===== src/rtl/flags_unit.sv =====
// Z/C/N/V status-flag producer with a single saved copy for exception entry/return.
// Optional FLAGS_BYPASS_EN drives flags with the post-edge value and ties pending low.
module flags_unit #(
  parameter int WIDTH = 32
) (
  input  logic             clk,
  input  logic             rst,
  input  logic             not_enable,
  input  logic             set_flags,
  input  logic [1:0]       op_class,
  input  logic [WIDTH-1:0] op_a,
  input  logic [WIDTH-1:0] op_b,
  input  logic [WIDTH-1:0] result,
  input  logic             shifter_carry,
  input  logic [3:0]       flags_wr,
  input  logic             save,
  input  logic             restore,
  output logic [3:0]       flags,
  output logic             pending
);

  localparam logic [1:0] OP_LOGIC = 2'b00;
  localparam logic [1:0] OP_ADD   = 2'b01;
  localparam logic [1:0] OP_SUB   = 2'b10;

  logic [3:0]     flag_q;
  logic [3:0]     saved_q;
  logic [3:0]     next_flags;
  logic [WIDTH:0] sum;
  logic           z_n;
  logic           n_n;
  logic           c_n;
  logic           v_n;
  logic           do_restore;
  logic           do_set;
  logic           do_save;

  assign sum = {1'b0, op_a} + {1'b0, op_b};
  assign z_n = (result == '0);
  assign n_n = result[WIDTH-1];

  always_comb begin
    c_n = flag_q[2];
    v_n = flag_q[0];
    next_flags = {z_n, c_n, n_n, v_n};
    case (op_class)
      OP_LOGIC: begin
        c_n = shifter_carry;
        v_n = flag_q[0];
        next_flags = {z_n, c_n, n_n, v_n};
      end
      OP_ADD: begin
        c_n = sum[WIDTH];
        v_n = (op_a[WIDTH-1] == op_b[WIDTH-1]) && (result[WIDTH-1] != op_a[WIDTH-1]);
        next_flags = {z_n, c_n, n_n, v_n};
      end
      OP_SUB: begin
        // ARM-style carry on subtract is NOT borrow
        c_n = (op_a >= op_b);
        v_n = (op_a[WIDTH-1] != op_b[WIDTH-1]) && (result[WIDTH-1] != op_a[WIDTH-1]);
        next_flags = {z_n, c_n, n_n, v_n};
      end
      default: begin
        next_flags = flags_wr;
      end
    endcase
  end

  assign do_restore = !not_enable && restore;
  assign do_set     = !not_enable && set_flags && !restore;
  assign do_save    = !not_enable && save;

  always_ff @(posedge clk or posedge rst) begin
    if (rst) begin
      flag_q  <= 4'b0000;
      saved_q <= 4'b0000;
    end else begin
      if (do_restore) begin
        flag_q <= saved_q;
      end else if (do_set) begin
        flag_q <= next_flags;
      end
      // reads pre-update flag_q, so save+restore swaps the two registers
      if (do_save) begin
        saved_q <= flag_q;
      end
    end
  end

`ifdef FLAGS_BYPASS_EN
  always_comb begin
    flags = flag_q;
    if (rst) begin
      flags = 4'b0000;
    end else if (do_restore) begin
      flags = saved_q;
    end else if (do_set) begin
      flags = next_flags;
    end
  end
  assign pending = 1'b0;
`else
  assign flags   = flag_q;
  assign pending = (set_flags || restore) && !not_enable && !rst;
`endif

endmodule


===== config.mk =====
export PLATFORM = sky130hd
export DESIGN_NAME = flags_unit
export DESIGN_NICKNAME = d
export VERILOG_FILES = /design/src/rtl/flags_unit.sv
export SDC_FILE = /design/constraint.sdc
export NUM_CORES = 1
export LEC_CHECK = 0
export BUFFER_PORTS_ARGS = -buffer_cell sky130_fd_sc_hd__buf_2
export CAP_MARGIN = 20
export CORE_MARGIN = 5
export CORE_UTILIZATION = 23
export CTS_CLUSTER_DIAMETER = 120
export DETAILED_ROUTE_END_ITERATION = 10
export PLACE_DENSITY_LB_ADDON = 0.1
export SKIP_LAST_GASP = 1
export SYNTH_ARGS = -nofsm -noshare
export SYNTH_HDL_FRONTEND = slang
export SYNTH_SLANG_ARGS = --single-unit

===== constraint.sdc =====
create_clock -name clk -period 2.3 [get_ports clk]
set_clock_uncertainty 0.2 [all_clocks]
set_input_delay 0.46 -clock clk [delete_from_list [all_inputs] [get_ports clk]]
set_output_delay 0.46 -clock clk [all_outputs]
set_load 0.05 [all_outputs]

After elaboration in Yosys (flattened, before gate mapping). Cells that the tools add are included.

Bits in registers: 8. Latch bits: 0. Memory bits (writable): 0. Memory bits (read-only): 0. Output and inout port bits: 5. Logic and storage cells: 30. Memories: 0.

$add $sub $neg: 1. Multiply operators: 0. Div/mod/pow operators: 0. Order comparisons: 1. Equal/unequal tests: 6. Shift-type cells: 0. Muxes and demuxes: 3. Bitwise operators: 0. Reductions and logical operators: 16.

Operators with widths (number): $add 32x32->33 (1); $ge 32x32->1 (1); $logic_not 32->1 (1); $pmux 4 s3 (1); $logic_and 1x1->1 (8); $mux 4 (2); $logic_not 1->1 (3); $eq 2x1->1 const B (1); $eq 2x2->1 const B (1); $logic_not 2->1 (1); $ne 1x1->1 (2); $ne 2x2->1 const B (1); $reduce_and 2->1 (1); $reduce_bool 2->1 (1); $eq 1x1->1 (1); $logic_or 1x1->1 (1).

Logic depth before layout (Yosys ltp).
Depth in word-level cells: 5. Depth in mapped cells: 8.

Worst setup path before layout. Ideal clock, no wire load.

Kind: input to register. Start point: in op_b[15]. End point: reg flag_q[2], in the netlist flags[2]. Library setup time: 0.069 ns. Arrival time: 2.334 ns. Data required time: 2.031 ns. Slack: -0.303 ns. Stages on the path: 8. Buffers on the path: 0. Cells stage by stage: inv_1 -> ha_1 -> or4_1 -> or4b_1 -> a211oi_1 -> or4_1 -> a311o_1 -> nand3b_1.

Word-level cells in the longest chain between the ends: 4. Elaborated cells between the ends (all ways): 5. Those cells by class: 1 x add/sub; 1 x order compare; 3 x mux.

Ends and longest elaborated chain: start: declaration (RTL line 12) `input logic [WIDTH-1:0] op_b,`; $add 32x32->33 / $ge 32x32->1 (equally long branches) (RTL line 38, 59); $pmux 4 s3 * (RTL line 46) `case (op_class)`; $mux 4 * (RTL line 80) `end else if (do_set) begin`; $mux 4 * (RTL line 78) `if (do_restore) begin`; end signal: assignment (RTL line 79) `flag_q <= saved_q;`; end signal: assignment (RTL line 81) `flag_q <= next_flags;`; end: declaration (RTL line 26) `logic [3:0] flag_q;`.

Every way passes the cells marked *; elsewhere a longest branch is shown, timed or not. The select of a mux whose other input is x is not followed. A chain may end at the register's enable or synchronous reset.

Worst setup path after layout.
Start point: in op_b[12]. End point: reg flag_q[2], in the netlist flags[2].

Same word-level chain as after synthesis.

==> impl_metrics.json <==
{
  "tightest_slew_ps": 442,
  "remaining_drc_errors": 0,
  "dr.pass1.iters": 2,
  "vdd_drop_max_uv": 124,
  "grt_max_degree": 11,
  "whs_ps": 281,
  "crit_end": "flags[2]",
  "layout_common_cells": "112 x buf_2, 60 x ha_1, 41 x inv_1, 33 x buf_4, 24 x a21oi_1",
  "layout.nets": 579,
  "status": "finished, violations left",
  "h-tree-depth": 1,
  "synth-seq-cells": 8,
  "met3_length_um": 337,
  "final_area_mm2": 0.00310,
  "wl_met2_mm": 2.86,
  "insertion_delay_ps": 220,
  "fp.dieW_um": 104,
  "r2r-end": "flags[2]",
  "wl_per_cell_um": 11.4,
  "syn_inst": 257,
  "cap_violations": 0,
  "clock_sinks": 8,
  "crit_required_ps": 2250,
  "rsz0062_at_grt": "true",
  "clock_path_buffers": 2,
  "power_density_mw_per_mm2": 290,
  "vias": 2260,
  "critPathKind": "input pin to flip-flop",
  "dp_hpwl_mm": 5.46,
  "wl_met1_mm": 2.61,
  "leakagePower_nw": 1.72,
  "setup_slack_ps": -153,
  "r2r_setup_slack_ps": 850,
  "placementRows": 34,
  "path_clk_slew_ps": 40,
  "critPathMaxStageDelay_ps": 530,
  "max_freq_mhz": 408,
  "routed_via_density": 4.41,
  "grt_pass1_wl_mm": 10.1,
  "setup_viol": 1,
  "ioPinCount": 114,
  "port-buffer-count": 113,
  "layout-drive-gt1-share_pct": 40.6,
  "fin_total_pwr_uw": 899,
  "drt_wl_total_mm": 5.83,
  "hold_depth": 2,
  "start_kind": "input pin",
  "syn_nets": 430,
  "die-area_mm2": 0.0108,
  "hold_class": "flip-flop to flip-flop",
  "initial_core_util_pct": 23.5,
  "synth_area_per_cell_um2": 7.93,
  "grt_overflow": 0,
  "cts_tree": "yes",
  "violations": "negative setup slack",
  "track_usage_pct": 10.6,
  "drtAntennaViolNets": 0,
  "crit_fanout": 2,
  "ys.flop_type": "dfrtp_1",
  "first_iter_violations": 52,
  "arrival_ps": 2410,
  "area_delta_synth_final_pct": 52.4,
  "slew_headroom_pct": 69.8,
  "place_ws_ps": -545,
  "place_area_mm2": 0.00304,
  "synth_warnings": 0,
  "crit_path_top_delay_cell": "or4_4",
  "grt_pass1_vias": 2342,
  "async_flop_share_pct": 100,
  "core-area_mm2": 0.00868,
  "reg2regPathDepth": 4,
  "cts_setup_buffers": 0,
  "numCtsBuffers": 3,
  "crit_path_end_kind": "flip-flop",
  "final_common_cell": "buf_2",
  "synth_edf_count": 0,
  "die_h_um": 104,
  "root_buffer": "clkbuf_8",
  "antenna_found_initial": 0,
  "synth_cell_types": 42,
  "routed.top_layer": "met4",
  "crit_chain": "buf_4 -> inv_12 -> ha_4 -> or4_4 -> or4b_4 -> a211oi_2 -> or4_1 -> a311o_1 -> nand3b_1",
  "seq_area_frac_synth_pct": 9.83,
  "cp-startpoint": "op_b[12]",
  "syn_area_mm2": 0.00204,
  "finalCriticalPeriod_ps": 2450,
  "place.gp.congestion": 0.757,
  "fin_crit_sh_pct": 107,
  "antennaDiodeCount": 0,
  "final_hold_viol_count": 0,
  "reg2reg_from": "flags[2]",
  "finalMaxSlewViolations": 0
}
==> how the worst min path moves through the flow <==
stage / slack (ps) / start / end
3_3_place_gp: 230 / rst / flags[1]
2_1_floorplan: 80 / rst / flags[0]
4_1_cts: 280 / saved_q[0] / flags[0]
6_report: 280 / saved_q[0] / flags[0]
5_1_grt: 330 / saved_q[3] / flags[3]
3_5_place_dp: 230 / rst / flags[1]
==> registers in the layout (all words and copies together), names as in the netlist <==
register	cells
flags	4
saved_q	4
==> cell usage after synthesis, drive strengths merged (2+ instances only) <==
library cell  number  area [um^2]
clkbuf             2         7.51
nor3b              3         22.5
nand3              4         20.0
nor4b              2         17.5
nor4              12         90.1
o21ai             15         75.1
or4                4         30.0
o21bai             3         22.5
mux2               4         45.0
a21o               3         22.5
a211oi             2         15.0
o31ai              2         15.0
a21oi             24          120
ha                64          801
nor2b              8         50.1
inv               43          161
nand2             10         37.5
nor2              15         56.3
a22oi              2         15.0
dfrtp              8          200
nand4              5         31.3
nand2b             3         18.8
==> stage by stage <==
| stage | setup TNS (ps) | util (%) | cells |
|---|---|---|---|
| 6_report | -153 | 35.8 | 512 |
| 5_1_grt | -243 | 35.8 | 512 |
| 4_1_cts | -176 | 35.8 | 512 |
| 3_5_place_dp | -545 | 35.0 | 508 |
| 3_3_place_gp | -515 | 35.0 | 508 |
| 2_1_floorplan | -210 | - | 257 |
==> area by class of cell <==
type                            instances  area, um^2
Fill cell                             965        5570
Clock buffer                            3        41.3
Tap cell                              108         135
Multi-Input combinational cell        204        1740
Inverter                               43         174
Sequential cell                         8         200
Timing Repair Buffer                  146         818
==> where the power goes <==
part           internal, mW  switching [mW]  leakage [nW]
sequential            0.177          0.0211         0.103
clock                 0.113          0.0483        0.0216
combinational         0.261           0.279          1.59
total                 0.551           0.348          1.72
==> worst max-delay path: cells and delay by family <==
kind / cells / cell delay [ps]
buffers and inverters: 2 / 160
AOI/OAI and AO/OA: 2 / 280
adders and majority gates: 1 / 230
and+or+nand+nor: 4 / 1270
==> repair_timing <==
item	in CTS	in global routing
setup endpoints to repair	1	1
endpoints found under the hold margin	8	0
hold buffers	1	0
pin swaps	2	0
gates resized for setup	5	0
==> kinds of logic (layout without fill, tap and decap cells) <==
group,after synthesis,after routing,synth area share [%]
fa+ha+maj,64,64,39.3
xor+xnor,1,1,0.430
compound gates,62,62,18.8
mux,4,4,2.21
simple gates,73,73,21.1
buf+inv,45,192,8.29
flops,8,8,9.83
==> layer usage <==
layer	track usage (%)	up-vias
met1	13.0	981
met2	19.5	65
li1	-	1210
met4	1.94	0
met3	1.80	4
met5	0	-
(Power assumes the default switching activity.)
